==> src/rtl/crtc_char_fetch_if.sv <==
// Bus between the CRTC timing/address source, the video/font memories and
// the character fetch / pixel shifter block.
interface crtc_char_fetch_if;
  // CRTC timing and address
  logic        clken;
  logic        pixen;
  logic        de;
  logic        hsync;
  logic        vsync;
  logic        cursor;
  logic        gfx;
  logic [13:0] ma;
  logic [4:0]  ra;
  // Video RAM port
  logic [13:0] vaddr;
  logic        vrd;
  logic [7:0]  vdata;
  // Font ROM port
  logic [10:0] faddr;
  logic        frd;
  logic [7:0]  fdata;
  // Pixel stream and re-timed sync
  logic        pix;
  logic        de_o;
  logic        hsync_o;
  logic        vsync_o;
  logic        overrun;

  // Timing source and memories
  modport master (
    output clken, pixen, de, hsync, vsync, cursor, gfx, ma, ra, vdata, fdata,
    input  vaddr, vrd, faddr, frd, pix, de_o, hsync_o, vsync_o, overrun
  );

  // Character fetch block
  modport slave (
    input  clken, pixen, de, hsync, vsync, cursor, gfx, ma, ra, vdata, fdata,
    output vaddr, vrd, faddr, frd, pix, de_o, hsync_o, vsync_o, overrun
  );
endinterface

==> src/rtl/crtc_char_fetch.sv <==
// Character fetch and pixel shifter: on each character strobe, fetch the
// character code from video RAM and its font row from the font ROM (or the
// raw bitmap byte in GFX mode), then shift it out MSB-first during the next
// character period with DE/HSYNC/VSYNC delayed to match.
module crtc_char_fetch #(
  parameter bit INVERT_CURSOR = 1'b1
) (
  input logic              clk,
  input logic              rst,
  crtc_char_fetch_if.slave bus
);

  typedef enum logic [2:0] {IDLE, VREQ, VWAIT, FREQ, FWAIT, READY} state_t;

  state_t      state;
  state_t      state_nxt;

  logic [13:0] vaddr;
  logic [10:0] faddr;
  logic [2:0]  ra_q;
  logic        gfx_q;
  logic [7:0]  pending;
  logic        pend_cur;
  logic [7:0]  sr;
  logic        de_q;
  logic        hs_q;
  logic        vs_q;
  logic        de_o;
  logic        hs_o;
  logic        vs_o;
  logic        overrun;
  logic        busy;
  logic        unused_ra;

  // Only the low three raster bits select a font row.
  assign unused_ra = ^bus.ra[4:3];

  assign busy = (state == VREQ) || (state == VWAIT) ||
                (state == FREQ) || (state == FWAIT);

  // State register
  always_ff @(posedge clk or posedge rst) begin
    if (rst) state <= IDLE;
    else     state <= state_nxt;
  end

  // Next state: a character strobe always restarts the sequence
  always_comb begin
    state_nxt = state;
    if (bus.clken) begin
      state_nxt = bus.de ? VREQ : IDLE;
    end else begin
      unique case (state)
        VREQ:    state_nxt = VWAIT;
        VWAIT:   state_nxt = gfx_q ? READY : FREQ;
        FREQ:    state_nxt = FWAIT;
        FWAIT:   state_nxt = READY;
        default: state_nxt = state;
      endcase
    end
  end

  // Fetch datapath: capture request, latch code/font/bitmap byte
  always_ff @(posedge clk or posedge rst) begin
    if (rst) begin
      vaddr    <= '0;
      faddr    <= '0;
      ra_q     <= '0;
      gfx_q    <= 1'b0;
      pending  <= '0;
      pend_cur <= 1'b0;
    end else if (bus.clken) begin
      if (bus.de) begin
        vaddr    <= bus.ma;
        ra_q     <= bus.ra[2:0];
        gfx_q    <= bus.gfx;
        pend_cur <= bus.cursor;
      end else begin
        pending  <= '0;
        pend_cur <= 1'b0;
      end
    end else begin
      if (state == VWAIT) begin
        if (gfx_q) pending <= bus.vdata;
        else       faddr   <= {bus.vdata, ra_q};
      end
      if (state == FWAIT) pending <= bus.fdata;
    end
  end

  // Output stage: load/shift pixels, delay timing by one character, sticky overrun
  always_ff @(posedge clk or posedge rst) begin
    if (rst) begin
      sr      <= '0;
      de_q    <= 1'b0;
      hs_q    <= 1'b0;
      vs_q    <= 1'b0;
      de_o    <= 1'b0;
      hs_o    <= 1'b0;
      vs_o    <= 1'b0;
      overrun <= 1'b0;
    end else if (bus.clken) begin
      // An unfinished fetch shows as a blank cell rather than stale data.
      sr      <= busy ? '0 : (pending ^ {8{pend_cur & INVERT_CURSOR}});
      if (busy) overrun <= 1'b1;
      de_o    <= de_q;
      hs_o    <= hs_q;
      vs_o    <= vs_q;
      de_q    <= bus.de;
      hs_q    <= bus.hsync;
      vs_q    <= bus.vsync;
    end else if (bus.pixen) begin
      sr <= {sr[6:0], 1'b0};
    end
  end

  assign bus.vaddr   = vaddr;
  assign bus.faddr   = faddr;
  assign bus.vrd     = (state == VREQ);
  assign bus.frd     = (state == FREQ);
  assign bus.pix     = sr[7] & de_o;
  assign bus.de_o    = de_o;
  assign bus.hsync_o = hs_o;
  assign bus.vsync_o = vs_o;
  assign bus.overrun = overrun;

endmodule

==> src/flat_wrapper.sv <==
// flat-port wrapper written by rule: the top's interface ports become plain ports
module crtc_char_fetch_flat 
#(
  parameter bit INVERT_CURSOR = 1'b1
)
  (clk, rst, bus_clken, bus_pixen, bus_de, bus_hsync, bus_vsync, bus_cursor, bus_gfx, bus_ma, bus_ra, bus_vdata, bus_fdata, bus_vaddr, bus_vrd, bus_faddr, bus_frd, bus_pix, bus_de_o, bus_hsync_o, bus_vsync_o, bus_overrun);
  crtc_char_fetch_if bus_i ();
  input logic clk;
  input logic rst;
  input wire logic [$bits(bus_i.clken)-1:0] bus_clken;
  input wire logic [$bits(bus_i.pixen)-1:0] bus_pixen;
  input wire logic [$bits(bus_i.de)-1:0] bus_de;
  input wire logic [$bits(bus_i.hsync)-1:0] bus_hsync;
  input wire logic [$bits(bus_i.vsync)-1:0] bus_vsync;
  input wire logic [$bits(bus_i.cursor)-1:0] bus_cursor;
  input wire logic [$bits(bus_i.gfx)-1:0] bus_gfx;
  input wire logic [$bits(bus_i.ma)-1:0] bus_ma;
  input wire logic [$bits(bus_i.ra)-1:0] bus_ra;
  input wire logic [$bits(bus_i.vdata)-1:0] bus_vdata;
  input wire logic [$bits(bus_i.fdata)-1:0] bus_fdata;
  output wire logic [$bits(bus_i.vaddr)-1:0] bus_vaddr;
  output wire logic [$bits(bus_i.vrd)-1:0] bus_vrd;
  output wire logic [$bits(bus_i.faddr)-1:0] bus_faddr;
  output wire logic [$bits(bus_i.frd)-1:0] bus_frd;
  output wire logic [$bits(bus_i.pix)-1:0] bus_pix;
  output wire logic [$bits(bus_i.de_o)-1:0] bus_de_o;
  output wire logic [$bits(bus_i.hsync_o)-1:0] bus_hsync_o;
  output wire logic [$bits(bus_i.vsync_o)-1:0] bus_vsync_o;
  output wire logic [$bits(bus_i.overrun)-1:0] bus_overrun;
  assign bus_i.clken = bus_clken;
  assign bus_i.pixen = bus_pixen;
  assign bus_i.de = bus_de;
  assign bus_i.hsync = bus_hsync;
  assign bus_i.vsync = bus_vsync;
  assign bus_i.cursor = bus_cursor;
  assign bus_i.gfx = bus_gfx;
  assign bus_i.ma = bus_ma;
  assign bus_i.ra = bus_ra;
  assign bus_i.vdata = bus_vdata;
  assign bus_i.fdata = bus_fdata;
  assign bus_vaddr = bus_i.vaddr;
  assign bus_vrd = bus_i.vrd;
  assign bus_faddr = bus_i.faddr;
  assign bus_frd = bus_i.frd;
  assign bus_pix = bus_i.pix;
  assign bus_de_o = bus_i.de_o;
  assign bus_hsync_o = bus_i.hsync_o;
  assign bus_vsync_o = bus_i.vsync_o;
  assign bus_overrun = bus_i.overrun;
  crtc_char_fetch #(.INVERT_CURSOR(INVERT_CURSOR)) u_core (.clk(clk), .rst(rst), .bus(bus_i));
endmodule
==> config.mk <==
export PLATFORM = sky130hd
export DESIGN_NAME = crtc_char_fetch_flat
export DESIGN_NICKNAME = d
export VERILOG_FILES = /design/src/rtl/crtc_char_fetch_if.sv /design/src/rtl/crtc_char_fetch.sv /design/src/flat_wrapper.sv
export SDC_FILE = /design/constraint.sdc
export NUM_CORES = 1
export LEC_CHECK = 0
export ABC_AREA = 1
export BUFFER_PORTS_ARGS = -buffer_cell sky130_fd_sc_hd__clkbuf_2
export CAP_MARGIN = 40
export CORE_ASPECT_RATIO = 0.6
export CORE_MARGIN = 2
export CORE_UTILIZATION = 35
export CTS_BUF_LIST = sky130_fd_sc_hd__clkbuf_8
export CTS_CLUSTER_DIAMETER = 100
export DETAILED_ROUTE_END_ITERATION = 10
export GPL_ROUTABILITY_DRIVEN = 0
export GPL_TIMING_DRIVEN = 0
export PLACE_DENSITY = 0.66
export SYNTH_ARGS = -nofsm -noshare
export SYNTH_HDL_FRONTEND = slang
export SYNTH_SLANG_ARGS = --single-unit
==> constraint.sdc <==
create_clock -name clk -period 3.5 [get_ports clk]
set_input_delay 0.525 -clock clk [delete_from_list [all_inputs] [get_ports clk]]
set_output_delay 0.525 -clock clk [all_outputs]
set_load 0.005 [all_outputs]
==> results of run 1 <==
==> cell usage after synthesis <==
library cell | number | share of area [%]
a21oi_1 | 9 | 1.8
nand2_1 | 120 | 18
nand2_2 | 3 | 0.74
o21ai_2 | 1 | 0.35
buf_6 | 4 | 1.8
a21o_1 | 1 | 0.30
o21ai_1 | 1 | 0.20
inv_4 | 1 | 0.25
nor2_4 | 1 | 0.45
nand3_1 | 6 | 1.2
inv_2 | 2 | 0.30
dfrtp_1 | 56 | 56
nor3_1 | 1 | 0.20
nor2_1 | 27 | 4.0
a22o_1 | 1 | 0.35
nand4_1 | 8 | 2.0
o21ai_0 | 26 | 5.2
inv_1 | 18 | 2.7
xor2_1 | 7 | 2.4
buf_2 | 7 | 1.4
nand3_2 | 1 | 0.40
clkbuf_2 | 1 | 0.20
clkbuf_1 | 3 | 0.45
==> worst max-delay path, stage by stage (launching register included) <==
cell and delay (ns):
dfrtp_1 0.39, buf_6 0.14, nor3_1 0.18, clkbuf_2 0.16
==> layer usage <==
metal	global-route usage [%]	wire length (um)	up-vias
li1	-	-	1109
met1	23.8	2960	976
met2	22.3	2370	61
met3	4.90	426	8
met4	4.88	72	0
met5	0	0	-
==> layout make-up <==
type / instances / area [um2]
clock inverter: 3 / 20.0
timing repair buffer: 73 / 380
sequential: 56 / 1400
multi-input combinational: 213 / 943
inverter: 21 / 81.3
clock buffer: 5 / 68.8
buffer: 15 / 96.3
fill: 682 / 3720
tap: 87 / 109
==> per-stage QoR <==
| stage | power (mW) | setup slack (ns) | utilization, % | std cells |
|---|---|---|---|---|
| after floorplan | 1.25 | 1.60 | - | 305 |
| after global placement | 1.45 | 0.874 | 43.9 | 464 |
| after detailed placement | 1.47 | 1.91 | 44.2 | 465 |
| after CTS | 1.83 | 1.78 | 45.5 | 473 |
| after global routing | 1.97 | 1.72 | 45.5 | 473 |
| final | 1.82 | 1.78 | 45.5 | 473 |
==> power by group <==
part	internal, mW	leakage [nW]	switching [mW]	total [mW]
Clock	0.140	0.0455	0.220	0.360
Combinational	0.237	1.02	0.321	0.558
Sequential	0.802	0.702	0.0955	0.898
Total	1.18	1.77	0.637	1.82
==> kinds of logic after synthesis <==
logic type	Yosys count	synth area share (%)
AO/OA/AOI/OAI	39	8.13
flip-flops	56	55.6
AND/OR/NAND/NOR	167	26.8
XOR/XNOR	7	2.43
buffers and inverters	36	7.04
==> flip-flops by register name, summed over array words and instances (netlist names) <==
| register | cells |
|---|---|
| u_core.pend_cur | 1 |
| u_core.state | 3 |
| u_core.bus.vsync_o | 1 |
| u_core.gfx_q | 1 |
| u_core.bus.overrun | 1 |
| u_core.bus.faddr | 11 |
| u_core.bus.hsync_o | 1 |
| u_core.sr | 8 |
| u_core.bus.de_o | 1 |
| u_core.hs_q | 1 |
| u_core.bus.vaddr | 14 |
| u_core.vs_q | 1 |
| u_core.ra_q | 3 |
| u_core.pending | 8 |
| u_core.de_q | 1 |
==> worst paths after layout <==
path,to,start,slack (ns),cells past startpoint
min reg2reg,u_core.bus.vsync_o,u_core.bus.vsync_o,0.48,2
max in group asynchronous,u_core.pending[2],rst,2.79,3
min in group clk,u_core.bus.vaddr[4],bus_ma[4],0.39,3
max reg2reg,u_core.pending[6],u_core.state[2],2.08,7
max,bus_vrd,u_core.state[1],1.78,3
min,u_core.bus.vaddr[9],rst,0.16,2
==> metrics, run 1 <==
post-synth cell types 23; CTS Root Cell clkbuf_8; Slew HR 68.9%; CTS tree built; CP Launch Type flip-flop; clock buffer count from CTS 5; Die H about 70 um; YS warnings 0; synthesized area per cell 8.27 um2; Worst VDD drop 0.215 mV; Cell Rows 23; final hold violation count 0; remaining antenna violation count 0; drt total wl 5820 um; hpwl dp 4380 um; Hold Path Class in2async; CORE AREA between 6000 and 7000 um2; Setup Crit Path Kind reg2out; Post-CTS Setup Inserts 0; endpoints failing setup 0; CTS H-Tree Depth 2; highest-count cells in the layout ignoring fill and taps nand2_1, clkbuf_2, dfrtp_1; fin area a little over 3000 um2; Tot GR Track Use 16.0%; hold_ws roughly 0.16 ns; f_max slightly below 600 MHz; ANT cells 0; CTS sink count 56; Clk pin slew, worst setup/hold paths ~0.11 ns; Leakage 1.77 nW; clock skew roughly 0.012 ns; status complete, no violations; leading cell type in the layout, fill and taps excluded nand2_1; layout cells sized above 1 26.4%; PwrDens 586 nW/um2; Yosys reg bits 56; pin count of the biggest net entering global routing 39; Die X 114 um; Post-DP Area 3010 um2; crit end category output port; final-stage net count 429; MaxCap Viol Count 0; Via density 4.55; final period utilization between 40% and 50%; CTS Buffer Depth 2; DR WL/cell 12.3 um; clk_lat worst skew 0.32 ns; Seq/Total Area, Yosys 55.6%; max-slew violation count 0; worst path arrival time 1.19 ns; DRC 0; die area 7920 um2; syn_nets between 300 and 400; Mapped Area 2520 um2; hold_buf cts 0; min Tclk post-route about 1.7 ns; post-CTS sizing 0; DR pass1 iterations 4; I/O pin cnt 76; setup TNS 0 ns; via count of the first global-routing pass 2159; Worst-Margin Slew roughly 0.47 ns; RSZ-0062 raised after global routing no; initial drt markers 160; port bufs 72; area growth from synthesis to layout 22.9%; crit-path max FO 7; via count about 2200; Synth Instances 305; antenna violations before repair 0; Starting Density 37.0%; WP data required 2.97 ns; GR Overflow Total 0; first-pass GRT wire length 10100 um
Power figures use the tool's default switching activity.
==> inputs of run 2 (changes only) <==
==> constraint.sdc (replaced) <==
create_clock -name clk -period 1.6 [get_ports clk]
set_input_delay 0.24 -clock clk [delete_from_list [all_inputs] [get_ports clk]]
set_output_delay 0.24 -clock clk [all_outputs]
set_load 0.005 [all_outputs]
==> run 2 against run 1 <==
  * Global-route usage down 0.44 points
  * Critical path depth stayed put
  * Clock skew shrank 0.0069 ns
  * Worst setup slack lost 1.6 ns
  * Utilization is 0.48 points higher
  * Register-to-register slack worse by 1.9 ns
  * Combinational power grew 120%
  * Die area did not move
  * Final area grew 1.0%
==> metrics, run 2 (same netlist as run 1, synthesis figures left out) <==
ANT cells 0 (unchanged); clock buffer count from CTS 5 (unchanged); first-pass GRT wire length 9950 um (was 10100 um); drt total wl 5750 um (was 5820 um); I/O pin cnt 76 (unchanged); area growth from synthesis to layout 24.2% (was 22.9%); via count 2196 (was 2154); Leakage 1.78 nW (was 1.77 nW); Die H 69.8 um (unchanged); final hold violation count 0 (unchanged); Die X 114 um (unchanged); P_sw 1.36 mW (was 0.637 mW); Post-DP Area 3020 um2 (was 3010 um2); sw frac 33.2% (was 35.1%); RSZ-0062 raised after global routing no (unchanged); final-stage net count 430 (was 429); Combinational Power Share 29.7% (was 30.7%); CP Launch Type flip-flop (unchanged); max-slew violation count 0 (unchanged); WP data required 1.36 ns (was 2.97 ns); biggest regs u_core.bus.vaddr (14), u_core.bus.faddr (11) (unchanged); Reg2Reg Setup Slack 0.20 ns (was 2.08 ns); Cell Rows 23 (unchanged); GR Util met3 5.86% (was 4.90%); Sequential Power Share 48.0% (was 49.4%); layout cells sized above 1 26.4% (about the same); via count of the first global-routing pass 2170 (was 2159); CTS sink count 56 (unchanged); PwrDens 1310 nW/um2 (was 586 nW/um2); most flop-heavy register u_core.bus.vaddr (unchanged); status complete, no violations (unchanged); crit-path max FO 7 (unchanged); DR pass1 iterations 4 (unchanged); clk_lat worst skew 0.31 ns (was 0.32 ns); Tot GR Track Use 15.6% (was 16.0%); met1 Usage GRT 22.3% (was 23.8%); MaxCap Viol Count 0 (unchanged); highest-count cells in the layout ignoring fill and taps nand2_1, clkbuf_2, dfrtp_1 (unchanged); CTS Root Cell clkbuf_8 (unchanged); # fillers 688 (was 682); hpwl dp 4360 um (was 4380 um); die area 7920 um2 (unchanged); initial drt markers 158 (was 160); antenna violations before repair 0 (unchanged); final period utilization 90.7%; CORE AREA 6820 um2 (unchanged); crit end category output port (unchanged); port bufs 72 (unchanged); worst path arrival time 1.21 ns (was 1.19 ns); Slew HR 68.8% (was 68.9%); f_max ~700 MHz; post-CTS sizing 0 (unchanged); register area 1400 um2 (unchanged); pin count of the biggest net entering global routing 38 (was 39); Clk pin slew, worst setup/hold paths 0.09 ns (was 0.11 ns); remaining antenna violation count 0 (unchanged); min Tclk post-route 1.45 ns; DRC 0 (unchanged); internal power 2.73 mW (was 1.18 mW); leading cell type in the layout, fill and taps excluded nand2_1 (unchanged); GR Overflow Total 0 (unchanged); CTS Buffer Depth 2 (unchanged); endpoints failing setup 0 (unchanged); max reg flops 14 (unchanged); setup TNS 0 ns (unchanged); clock skew 0.00558 ns (was 0.0125 ns); GRT met2 Usage 22.6% (was 22.3%); Via density 4.63 (was 4.55); Starting Density 37.0% (unchanged); clock power share 22.3% (was 19.8%); Multi-input gate area 943 um2 (unchanged); fin area 3130 um2 (was 3100 um2); Worst-Margin Slew 0.467 ns (was 0.466 ns); Hold Path Class in2reg (was in2async); CTS tree built (unchanged); Setup Crit Path Kind reg2out (unchanged); DR WL/cell 12.1 um (was 12.3 um); Worst VDD drop 0.449 mV (was 0.215 mV); grt peak-use layer met2 (was met1); CTS H-Tree Depth 2 (unchanged)
-- run 2: cell count changes in the layout (fill, tap and decap cells not counted) --
cell / before / now
clkinv_4: 1 / 0
inv_2: 3 / 2
dlygate4sd3_1: 0 / 1
clkinv_2: 0 / 1
bufinv_16: 0 / 1
-- run 2: power groups by stage --
stage | Combinational [mW] | Clock, mW | Sequential (mW)
after floorplan | 0.775 | 0 | 1.97
after global placement | 1.18 | 0 | 1.98
after detailed placement | 1.22 | 0 | 1.99
after CTS | 1.23 | 0.947 | 1.97
after global routing | 1.40 | 1.00 | 2.01
final | 1.21 | 0.912 | 1.97
-- run 2: repair_timing --
| item | in CTS | in global routing |
|---|---|---|
| hold buffers | 1 | 0 |
| setup buffers | 0 | 0 |
| endpoints found under the hold margin | 19 | 0 |
-- run 2: worst max-delay path, cell delays in order (launching register included) --
cell and delay [ns]:
dfrtp_1 0.39, buf_6 0.14, nor3_1 0.21, clkbuf_2 0.16
-- run 2: per-layer routing --
metal | vias up | wire length (um)
met5 | - | 0
met1 | 1013 | 2890
met3 | 7 | 469
met2 | 63 | 2340
li1 | 1113 | -
met4 | 0 | 46
-- run 2: cell type report --
| class | instances | area share, % |
|---|---|---|
| clock buffer | 5 | 2.20 |
| clock inverter | 3 | 1.24 |
| multi-input combinational | 213 | 30.1 |
| inverter | 21 | 2.72 |
| tap | 87 | 3.47 |
| buffer | 15 | 3.08 |
| sequential | 56 | 44.7 |
| timing repair buffer | 74 | 12.5 |
-- run 2: metrics by stage --
step / util, % / hold WS, ns / instances / setup slack (ns) / power, mW
final: 45.9 / 0.115 / 474 / 0.149 / 4.09
after global routing: 45.9 / 0.113 / 474 / 0.0185 / 4.41
after CTS: 45.9 / 0.107 / 474 / 0.148 / 4.14
after detailed placement: 44.2 / 0.274 / 465 / 0.238 / 3.21
after global placement: 43.9 / 0.434 / 464 / 0.291 / 3.17
after floorplan: - / 0.320 / 305 / 0.414 / 2.75
-- run 2: path summary, 6_finish.rpt --
| path | start | to | cells past startpoint |
|---|---|---|---|
| max | u_core.state[1] | bus_vrd | 3 |
| min | bus_ma[13] | u_core.bus.vaddr[13] | 3 |
| max reg2reg | u_core.state[2] | u_core.bus.faddr[5] | 4 |
| min reg2reg | u_core.bus.overrun | u_core.bus.overrun | 1 |
| max in group asynchronous | rst | u_core.state[2] | 4 |
| min in group asynchronous | rst | u_core.bus.vaddr[9] | 3 |
==> inputs of run 3 (changes only) <==
--- a/config.mk
+++ b/config.mk
@@ -16,7 +16,7 @@
 export DETAILED_ROUTE_END_ITERATION = 10
 export GPL_ROUTABILITY_DRIVEN = 0
 export GPL_TIMING_DRIVEN = 0
-export PLACE_DENSITY = 0.66
+export PLACE_DENSITY = 0.64
 export SYNTH_ARGS = -nofsm -noshare
 export SYNTH_HDL_FRONTEND = slang
 export SYNTH_SLANG_ARGS = --single-unit
==> run 3 against run 2 <==
  * Combinational power about the same
  * Clock skew down 0.0018 ns
  * Count of clock-buffer cells in the layout stayed put
  * Via count down 1.5%
==> metrics, run 3 (same netlist as run 1, synthesis figures left out) <==
status complete, no violations (unchanged); Worst VDD drop 0.460 mV (was 0.449 mV); Die X 114 um (unchanged); Via density 4.56 (was 4.63); via count 2162 (was 2196); endpoints failing setup 0 (unchanged); Clk pin slew, worst setup/hold paths 0.10 ns (was 0.09 ns); CORE AREA 6820 um2 (unchanged); CTS sink count 56 (unchanged); Hold Path Class in2reg (unchanged); CTS Root Cell clkbuf_8 (unchanged); RSZ-0062 raised after global routing no (unchanged); I/O pin cnt 76 (unchanged); Setup Crit Path Kind reg2out (unchanged); drt total wl 5670 um (was 5750 um); die area 7920 um2 (unchanged); Starting Density 37.0% (unchanged); DRC 0 (unchanged); hpwl dp 4260 um (was 4360 um); via count of the first global-routing pass 2077 (was 2170); setup TNS 0 ns (unchanged); GRT met2 Usage 20.6% (was 22.6%); leading cell type in the layout, fill and taps excluded nand2_1 (unchanged); PwrDens 1310 nW/um2 (about the same); final-stage net count 430 (unchanged); hold_ws 0.105 ns (was 0.115 ns); GR Util met3 4.81% (was 5.86%); port bufs 72 (unchanged); initial drt markers 101 (was 158); antenna violations before repair 0 (unchanged); crit end category output port (unchanged); clock buffer count from CTS 5 (unchanged); grt peak-use layer met1 (was met2); f_max 677 MHz (was 689 MHz); biggest regs u_core.bus.vaddr (14), u_core.bus.faddr (11) (unchanged); CTS H-Tree Depth 2 (unchanged); CTS tree built (unchanged); CTS Buffer Depth 2 (unchanged); remaining antenna violation count 0 (unchanged); worst path arrival time 1.24 ns (was 1.21 ns); Tot GR Track Use 15.2% (was 15.6%); highest-count cells in the layout ignoring fill and taps nand2_1, clkbuf_2, dfrtp_1 (unchanged); clock skew 0.00379 ns (was 0.00558 ns); DR pass1 iterations 4 (unchanged); layout cells sized above 1 26.6% (was 26.4%); final hold violation count 0 (unchanged); CP Launch Type flip-flop (unchanged); pin count of the biggest net entering global routing 36 (was 38); ANT cells 0 (unchanged); WP data required 1.36 ns (about the same); fin area 3140 um2 (was 3130 um2); Slew HR 66.4% (was 68.8%); area growth from synthesis to layout 24.5% (was 24.2%); Worst-Margin Slew 0.503 ns (was 0.467 ns); min Tclk post-route 1.48 ns (was 1.45 ns); GR Overflow Total 0 (unchanged); first-pass GRT wire length 9580 um (was 9950 um); crit-path max FO 7 (unchanged); Die H 69.8 um (unchanged); Post-DP Area 3020 um2 (unchanged); max-slew violation count 0 (unchanged); DR WL/cell 12.0 um (was 12.1 um); # fillers 695 (was 688); clk_lat worst skew 0.32 ns (was 0.31 ns); MaxCap Viol Count 0 (unchanged); most flop-heavy register u_core.bus.vaddr (unchanged); final period utilization 92.3% (was 90.7%); met1 Usage GRT 22.7% (was 22.3%); Leakage 1.78 nW (about the same); Cell Rows 23 (unchanged); max reg flops 14 (unchanged)
-- run 3: cell count changes in the layout (fill, tap and decap cells not counted), sizes merged --
cell      delta
clkinv       -1
clkinvlp     +1
-- run 3: layout make-up --
type,count,area (um2),share of cell area (%)
sequential,56,1400,44.6
multi-input combinational,213,943,30.0
timing repair buffer,74,390,12.4
tap,87,109,3.47
buffer,15,96.3,3.07
inverter,21,85.1,2.71
clock buffer,5,68.8,2.19
clock inverter,3,46.3,1.47
-- run 3: power breakdown --
part           internal (mW)  total [mW]  switching, mW
Clock                  0.472       0.951          0.479
Sequential              1.76        1.97          0.211
Combinational          0.519        1.20          0.686
Total                   2.75        4.12           1.38
-- run 3: worst paths after layout --
path | startpoint | to | slack, ns | cells after the start
worst max-delay path | u_core.state[1] | bus_vrd | 0.12 | 3
worst min-delay path | bus_ma[3] | u_core.bus.vaddr[3] | 0.10 | 3
worst max register to register | u_core.state[2] | u_core.bus.faddr[5] | 0.21 | 4
worst min register to register | u_core.bus.overrun | u_core.bus.overrun | 0.48 | 1
max in group asynchronous | rst | u_core.sr[2] | 0.60 | 4
min in group asynchronous | rst | u_core.bus.vaddr[8] | 0.48 | 3
-- run 3: critical path: stages (launching register included) --
cell      delay (ns)
dfrtp_1         0.40
buf_6           0.14
nor3_1          0.22
clkbuf_2        0.17
-- run 3: repair_timing --
action | in CTS | in global routing
endpoints found under the hold margin | 21 | 0
gates resized for setup | 0 | 0
hold buffers | 1 | 0
setup endpoints to repair | 0 | 0
buffers inserted | 0 | 0
-- run 3: through the flow --
step / util, % / worst slack, ns / total power [mW] / std cells
after floorplan: - / 0.414 / 2.75 / 305
after detailed placement: 44.2 / 0.239 / 3.20 / 465
after global routing: 46.0 / 0.0842 / 4.43 / 474
final: 46.0 / 0.123 / 4.12 / 474
after global placement: 43.9 / 0.287 / 3.17 / 464
after CTS: 46.0 / 0.111 / 4.17 / 474
-- run 3: metal layers --
layer | vias up | wire (um)
met2 | 64 | 2250
met1 | 980 | 2980
met4 | 0 | 34
met5 | - | 0
met3 | 4 | 397
li1 | 1114 | -
